## config.mk

```make
export PLATFORM = sky130hd
export DESIGN_NAME = rc4_prga_reader_flat
export DESIGN_NICKNAME = d
export VERILOG_FILES = /design/src/rtl/rc4_prga_reader_if.sv /design/src/rtl/rc4_prga_reader.sv /design/src/flat_wrapper.sv
export SDC_FILE = /design/constraint.sdc
export NUM_CORES = 1
export LEC_CHECK = 0
export ABC_AREA = 1
export CAP_MARGIN = 15
export CORE_MARGIN = 2
export CORE_UTILIZATION = 53
export CTS_CLUSTER_SIZE = 10
export DETAILED_ROUTE_END_ITERATION = 12
export GPL_TIMING_DRIVEN = 0
export PLACE_DENSITY = 0.8
export SYNTH_ARGS = -nofsm -noshare
export SYNTH_HDL_FRONTEND = slang
export SYNTH_SLANG_ARGS = --single-unit
```

## constraint.sdc

```tcl
create_clock -name clk -period 1.7 [get_ports clk]
set_input_delay 0.255 -clock clk [delete_from_list [all_inputs] [get_ports clk]]
set_output_delay 0.255 -clock clk [all_outputs]
set_load 0.005 [all_outputs]
```

## src/rtl/rc4_prga_reader_if.sv

```systemverilog
// Memory-side bus of the RC4 PRGA reader: S memory, encrypted ROM and decrypted RAM.
interface rc4_prga_reader_if #(
    parameter int S_AW = 8,
    parameter int M_AW = 5
);
    logic [S_AW-1:0] s_addr;
    logic [7:0]      s_data;
    logic            s_wren;
    logic [7:0]      s_q;
    logic [M_AW-1:0] rom_addr;
    logic [7:0]      rom_q;
    logic [M_AW-1:0] out_addr;
    logic [7:0]      out_data;
    logic            out_wren;

    modport master (
        output s_addr, s_data, s_wren, rom_addr, out_addr, out_data, out_wren,
        input  s_q, rom_q
    );

    modport slave (
        input  s_addr, s_data, s_wren, rom_addr, out_addr, out_data, out_wren,
        output s_q, rom_q
    );
endinterface

```

## src/rtl/rc4_prga_reader.sv

```systemverilog
// RC4 PRGA stage: swaps S entries, XORs keystream with the encrypted ROM into the output RAM.
// Optional RC4_PRGA_CHECK_PRINTABLE_EN aborts on the first byte outside 'a'..'z' and space.
module rc4_prga_reader #(
    parameter int MSG_LEN = 32,
    parameter int S_AW    = 8,
    parameter int M_AW    = 5
) (
    input  logic               clk,
    input  logic               reset_n,
    input  logic               start,
    output logic               busy,
    output logic               done,
    output logic               valid,
    rc4_prga_reader_if.master  mem
);
    typedef enum logic [3:0] {
        IDLE, INC_I, RD_I, WT_I, LT_I, RD_J, WT_J, LT_J,
        WR_I, WR_J, RD_F, WT_F, WR_O, DONE
    } state_t;

    state_t          state_q, state_d;
    logic [7:0]      i_q, i_d, j_q, j_d, si_q, si_d, sj_q, sj_d;
    logic [M_AW-1:0] k_q, k_d;
    logic            valid_q, valid_d;

    logic [7:0]      f_idx, out_byte;
    logic            last_byte, reject;
    logic [S_AW-1:0] s_addr;
    logic [7:0]      s_data;
    logic            s_wren;
    logic [M_AW-1:0] rom_addr, out_addr;
    logic [7:0]      out_data;
    logic            out_wren;

    assign f_idx     = si_q + sj_q;
    assign out_byte  = mem.s_q ^ mem.rom_q;
    assign last_byte = (k_q == M_AW'(MSG_LEN - 1));

`ifdef RC4_PRGA_CHECK_PRINTABLE_EN
    assign reject = !(((out_byte >= 8'h61) && (out_byte <= 8'h7A)) || (out_byte == 8'h20));
`else
    assign reject = 1'b0;
`endif

    always_ff @(posedge clk or negedge reset_n) begin
        if (!reset_n) begin
            state_q <= IDLE;
            i_q     <= '0;
            j_q     <= '0;
            k_q     <= '0;
            si_q    <= '0;
            sj_q    <= '0;
            valid_q <= 1'b0;
        end else begin
            state_q <= state_d;
            i_q     <= i_d;
            j_q     <= j_d;
            k_q     <= k_d;
            si_q    <= si_d;
            sj_q    <= sj_d;
            valid_q <= valid_d;
        end
    end

    // Wait/latch states keep the read address stable so the memory re-samples the same entry.
    always_comb begin
        state_d  = state_q;
        i_d      = i_q;
        j_d      = j_q;
        k_d      = k_q;
        si_d     = si_q;
        sj_d     = sj_q;
        valid_d  = valid_q;
        s_addr   = '0;
        s_data   = '0;
        s_wren   = 1'b0;
        rom_addr = '0;
        out_addr = '0;
        out_data = '0;
        out_wren = 1'b0;
        case (state_q)
            IDLE, DONE: begin
                if (start) begin
                    state_d = INC_I;
                    i_d     = '0;
                    j_d     = '0;
                    k_d     = '0;
                    valid_d = 1'b0;
                end
            end
            INC_I: begin
                i_d     = i_q + 8'd1;
                state_d = RD_I;
            end
            RD_I: begin
                s_addr  = S_AW'(i_q);
                state_d = WT_I;
            end
            WT_I: begin
                s_addr  = S_AW'(i_q);
                state_d = LT_I;
            end
            LT_I: begin
                s_addr  = S_AW'(i_q);
                si_d    = mem.s_q;
                j_d     = j_q + mem.s_q;
                state_d = RD_J;
            end
            RD_J: begin
                s_addr  = S_AW'(j_q);
                state_d = WT_J;
            end
            WT_J: begin
                s_addr  = S_AW'(j_q);
                state_d = LT_J;
            end
            LT_J: begin
                s_addr  = S_AW'(j_q);
                sj_d    = mem.s_q;
                state_d = WR_I;
            end
            WR_I: begin
                s_addr  = S_AW'(i_q);
                s_data  = sj_q;
                s_wren  = 1'b1;
                state_d = WR_J;
            end
            WR_J: begin
                s_addr  = S_AW'(j_q);
                s_data  = si_q;
                s_wren  = 1'b1;
                state_d = RD_F;
            end
            RD_F, WT_F: begin
                s_addr   = S_AW'(f_idx);
                rom_addr = k_q;
                state_d  = (state_q == RD_F) ? WT_F : WR_O;
            end
            WR_O: begin
                s_addr   = S_AW'(f_idx);
                rom_addr = k_q;
                out_addr = k_q;
                out_data = out_byte;
                out_wren = 1'b1;
                if (last_byte || reject) begin
                    state_d = DONE;
                    valid_d = !reject;
                end else begin
                    k_d     = k_q + M_AW'(1);
                    state_d = INC_I;
                end
            end
            default: state_d = IDLE;
        endcase
    end

    assign busy  = (state_q != IDLE) && (state_q != DONE);
    assign done  = (state_q == DONE);
    assign valid = valid_q;

    assign mem.s_addr   = s_addr;
    assign mem.s_data   = s_data;
    assign mem.s_wren   = s_wren;
    assign mem.rom_addr = rom_addr;
    assign mem.out_addr = out_addr;
    assign mem.out_data = out_data;
    assign mem.out_wren = out_wren;
endmodule
```

## src/flat_wrapper.sv

```systemverilog
// flat-port wrapper written by rule: the top's interface ports become plain ports
module rc4_prga_reader_flat 
#(
    parameter int MSG_LEN = 32,
    parameter int S_AW    = 8,
    parameter int M_AW    = 5
)
  (clk, reset_n, start, busy, done, valid, mem_s_addr, mem_s_data, mem_s_wren, mem_rom_addr, mem_out_addr, mem_out_data, mem_out_wren, mem_s_q, mem_rom_q);
  rc4_prga_reader_if #(.S_AW(S_AW), .M_AW(M_AW)) mem_i ();
  input  logic clk;
  input  logic reset_n;
  input  logic start;
  output logic busy;
  output logic done;
  output logic valid;
  output wire logic [$bits(mem_i.s_addr)-1:0] mem_s_addr;
  output wire logic [$bits(mem_i.s_data)-1:0] mem_s_data;
  output wire logic [$bits(mem_i.s_wren)-1:0] mem_s_wren;
  output wire logic [$bits(mem_i.rom_addr)-1:0] mem_rom_addr;
  output wire logic [$bits(mem_i.out_addr)-1:0] mem_out_addr;
  output wire logic [$bits(mem_i.out_data)-1:0] mem_out_data;
  output wire logic [$bits(mem_i.out_wren)-1:0] mem_out_wren;
  input wire logic [$bits(mem_i.s_q)-1:0] mem_s_q;
  input wire logic [$bits(mem_i.rom_q)-1:0] mem_rom_q;
  assign mem_s_addr = mem_i.s_addr;
  assign mem_s_data = mem_i.s_data;
  assign mem_s_wren = mem_i.s_wren;
  assign mem_rom_addr = mem_i.rom_addr;
  assign mem_out_addr = mem_i.out_addr;
  assign mem_out_data = mem_i.out_data;
  assign mem_out_wren = mem_i.out_wren;
  assign mem_i.s_q = mem_s_q;
  assign mem_i.rom_q = mem_rom_q;
  rc4_prga_reader #(.MSG_LEN(MSG_LEN), .S_AW(S_AW), .M_AW(M_AW)) u_core (.clk(clk), .reset_n(reset_n), .start(start), .busy(busy), .done(done), .valid(valid), .mem(mem_i));
endmodule
```

Yosys cells after proc, flatten, opt, wreduce, memory -nomap -nowiden
Cells that the tools add are included.

Multiply operators: 0. $lt $le $gt $ge: 0. Divide/modulo/power cells: 0. $add $sub $neg: 4. Reductions and logical operators: 16. Bitwise logic cells: 1. Shift-type cells: 0. Mux-type cells: 20. Equality and inequality tests: 18.

Operator list (count): 4-bit case mux with 12 select lines (1); 8-bit case mux with 2 select lines (3); 4-bit == test (second input constant) (6); 8-bit case mux with 3 select lines (1); 5-bit two-way mux (4); 8-bit adder (2); 4-bit by 3-bit == test with 1-bit output (second input constant) (4); 8-bit two-way mux (2); 5-bit case mux with 2 select lines (1); 8-bit by 1-bit adder with 8-bit output (second input constant) (1); 4-bit by 2-bit == test with 1-bit output (second input constant) (2); 4-bit two-way mux (2); 4-bit OR reduction (2); 8-bit bitwise XOR (1); 3-bit AND reduction (2); 2-bit nonzero test (3); 2-bit OR reduction (3); 5-bit by 1-bit adder with 5-bit output (second input constant) (1); 5-bit == test (second input constant) (1); 4-bit by 1-bit == test with 1-bit output (second input constant) (1); 4-bit logical NOT (1); 1-bit two-way mux (4); 2-bit != test (second input constant) (2); 4-bit != test (second input constant) (1); other kinds (7) (8).

Memories: 0. Logic and storage cells: 66. Bits in writable memories: 0. Register bits after elaboration: 42. Output and inout bits: 39. Latch bits: 0. Bits in read-only memories: 0. Bits of input ports: 19.

Longest topological paths before layout
Depth in word-level cells: 4. Mapped depth: 10. Depth with buffers taken out: 9.

Worst setup path after synthesis
OpenSTA, ideal clock, no wires.

Path type: reg2out. Start point: reg u_core.sj_q[2]. End point: out mem_s_addr[3]. Slack: 114 ps. Arrival time: 1331 ps. Stages on the path, launching flop included: 7. Buffers on the path: 0. Data required time: 1445 ps. Cells stage by stage: dfrtp_1 -> ha_1 -> a21oi_1 -> nand2_1 -> or2_2 -> nand3_1 -> nand3_1.

Longest elaborated chain between the ends: 2.

Ends and longest elaborated chain: from (decl) (RTL line rc4_prga_reader.sv:22) `logic [7:0] i_q, i_d, j_q, j_d, si_q, si_d, sj_q, sj_d;`; from (signal assigned) (RTL line rc4_prga_reader.sv:60) `sj_q <= sj_d;`; 8-bit adder (RTL line rc4_prga_reader.sv:35) `assign f_idx = si_q + sj_q;`; 8-bit case mux with 3 select lines (RTL line rc4_prga_reader.sv:81) `case (state_q)`; to (decl) (RTL line flat_wrapper.sv:16) `output wire logic [$bits(mem_i.s_addr)-1:0] mem_s_addr;`.

No other way between the ends.

Worst setup path after layout
Start point: reg u_core.sj_q[3]. End point: out mem_s_addr[7].

The elaborated chain is that of the path after synthesis.

==> impl_metrics.sql <==
INSERT INTO impl_metrics (metric_group, metric, value, unit) VALUES
('status', 'status', 'finished, violations left', ''),
('status', 'violations', 'setup timing', ''),
('logic_synthesis', 'synth.yosys.seq_area_share', '0.344', ''),
('logic_synthesis', 'synthesis.nets', '493', ''),
('drt', 'drt-pass1-iter-count', '6', ''),
('cells_and_area', 'postLayoutCoreUtil', '0.871', ''),
('clock_tree', 'tritoncts_clock_tree', 'done', ''),
('global_route', 'grt_overflow_total', '0', ''),
('worst_setup_path', 'cp.required', '1440', 'ps'),
('die', 'floorplan.initialDensity', '0.552', ''),
('drt', 'post_drt_via_cell_ratio', '6.33', ''),
('sta', 'final_hold_slack', '304', 'ps'),
('logic_synthesis', 'synth_commonest_cells', 'nand2_1, nand3_1, inv_1, dfrtp_1, nor2_1', ''),
('power', 'power.total', '9.21', 'mW'),
('drt', 'dr_total_vias', '4168', ''),
('cells_and_area', 'antenna-diode-count', '0', ''),
('cells_and_area', 'design.final.nets', '623', ''),
('cells_and_area', 'final_instance_area', '4820', 'um2'),
('die', 'num_io_pins', '58', ''),
('worst_setup_path', 'worst-endpoint-arrival', '1910', 'ps'),
('clock_tree', 'clkLatencyLatePin', '310', 'ps'),
('logic_synthesis', 'syn-mean-instance-area', '6.72', 'um2'),
('sta', 'setup_repair_after_global_routing_missed_its_margin', 'yes', ''),
('clock_tree', 'clkTransAtPathRegs', '90', 'ps'),
('sta', 'final_max_slew_viol_count', '0', ''),
('global_route', 'grt_antenna_before_repair', '0', ''),
('die', 'die-height', '79.9', 'um'),
('power', 'cellLeakagePower', '2.59', 'nW'),
('drt', 'initial_detailed_routing_violation_count', '852', ''),
('logic_synthesis', 'synthDistinctLibCells', '28', ''),
('placed_design', 'port_buffers', '57', ''),
('logic_synthesis', 'yosys_most_used_dff', 'dfrtp_1', ''),
('job', 'max_cap_viol_count', '0', ''),
('placed_design', 'post-place-ws', '-593', 'ps'),
('die', 'die-area', '6390', 'um2'),
('sta', 'setup_viol', '48', ''),
('clock_tree', 'tritoncts.num_buffers', '5', ''),
('die', 'rows', '27', ''),
('cells_and_area', 'finish.cell_count_without_fillers', '658', ''),
('worst_setup_path', 'start_kind', 'register', ''),
('sta', 'max-slew-margin-rel', '0.691', ''),
('sta', 'fmax', '461', 'MHz'),
('logic_synthesis', 'synth-async-reset-ratio', '1.00', ''),
('clock_tree', 'cts_root_buffer', 'clkbuf_8', ''),
('placed_design', 'placed_cells_incl_taps', '585', ''),
('logic_synthesis', 'synth_largest_type_area_fraction', '0.344', ''),
('global_route', 'global_route_wire_length_before_repair', '18.4', 'mm'),
('cells_and_area', 'area_delta_synth_final', '57.8', '%'),
('drt', 'detail_route.drc_violations', '0', ''),
('sta', 'worst_margin_pin_slew', '463', 'ps'),
('logic_synthesis', 'yosys.area.top_type', 'dfrtp_1', ''),
('die', 'die_width', '79.9', 'um'),
('drt', 'detail_route.wirelength', '13.7', 'mm'),
('worst_setup_path', 'worstSetupEndpointType', 'primary output', ''),
('logic_synthesis', 'post_synth_edffs', '0', ''),
('worst_setup_path', 'maximum_fanout_along_the_worst_path', '4', ''),
('power', 'vdd_ir_drop_max', '0.00130', 'V'),
('drt', 'routedWlPerCell', '20.8', 'um'),
('cells_and_area', 'drive_above_1_share', '0.377', ''),
('sta', 'fin_ws', '-467', 'ps'),
('clock_tree', 'cts_htree_levels', '2', ''),
('sta', 'clock-skew-final', '13.7', 'ps'),
('worst_setup_path', 'setup.worst_path.class', 'register to primary output', ''),
('global_route', 'grt_max_degree', '39', ''),
('logic_synthesis', 'syn_inst', '455', ''),
('cells_and_area', 'sequential_cell_area', '1060', 'um2'),
('clock_tree', 'maximum_number_of_buffers_from_clock_root_to_sink', '2', ''),
('sta', 'period_needed', '2170', 'ps'),
('cells_and_area', 'multiInputGateArea', '2140', 'um2'),
('logic_synthesis', 'synth.most_common_cell', 'nand2_1', ''),
('logic_synthesis', 'yosysWarnings', '0', '');
[state kept, by name, summed over array words and instances, names as in the netlist]
signal          flops
u_core.j_q          8
u_core.sj_q         8
u_core.i_q          8
u_core.si_q         8
u_core.k_q          5
u_core.valid        1
u_core.state_q      4
[worst paths after layout]
check	to	startpoint	slack [ps]	depth (start not counted)
worst max-delay path	mem_s_addr[7]	u_core.sj_q[3]	-470	9
worst min-delay path	u_core.sj_q[6]	reset_n	300	2
worst max register to register	u_core.sj_q[0]	u_core.state_q[2]	-110	6
worst min register to register	u_core.j_q[0]	u_core.j_q[0]	540	2
max in group asynchronous	u_core.state_q[3]	reset_n	940	3
min in group clk	u_core.j_q[0]	u_core.j_q[0]	540	2
[report_power, final]
part / switching [mW] / internal (mW) / total, mW
logic: 3.62 / 2.81 / 6.43
clock network: 0.388 / 0.411 / 0.800
registers: 0.554 / 1.43 / 1.98
[worst max-delay path, cell delays in order (launching register included)]
cell	delay [ps]
dfrtp_2	470
ha_4	320
nand2_1	130
nor2_2	210
nand2_4	80
nand2_2	80
nand2_2	70
nand3_2	70
nand2_1	50
buf_2	120
[cells by family after synthesis]
logic type      after synthesis  synth area share
flops                        42             0.344
compound gates               39            0.0667
simple gates                265             0.376
xor+xnor                     11            0.0315
buf+inv                      79            0.0995
fa+ha+maj                    19            0.0827
[final cells by class]
cell class / count / area share
repair buffers: 123 / 0.217
inverters: 70 / 0.0578
plain buffers: 9 / 0.0213
multi-input cells: 334 / 0.444
flip-flops and latches: 42 / 0.219
clock buffers: 8 / 0.0228
well taps: 72 / 0.0187
[metal layers]
layer,global-route usage,vias up,part of all wire
li1,-,1708,-
met1,0.433,1911,0.35
met2,0.633,409,0.45
met3,0.0939,140,0.12
met4,0.229,0,0.083
met5,0,-,0
[layout by cell type (no fill, tap or decap), drive strengths merged, types with 2 or more instances in the layout]
master         netlist  final
clkdlybuf4s50        0     18
a21oi               11     11
dfrtp               42     42
o22ai                2      2
nand2              143    143
or2                  4      4
nand3               71     71
xor2                 3      3
xnor2                8      8
nor3                 2      2
nor2                39     39
nand4                4      4
buf                  7    107
clkbuf               2     13
fa                   2      2
inv                 70     68
o21ai               25     25
ha                  17     17
[timing repair]
item,CTS,global route
gates cloned,3,1
setup buffers,45,18
endpoints found under the setup margin,38,71
hold buffers,1,0
resized for setup,234,86
pin swaps,38,22
hold endpoints to repair,4,0
Power figures use the tool's default switching activity.
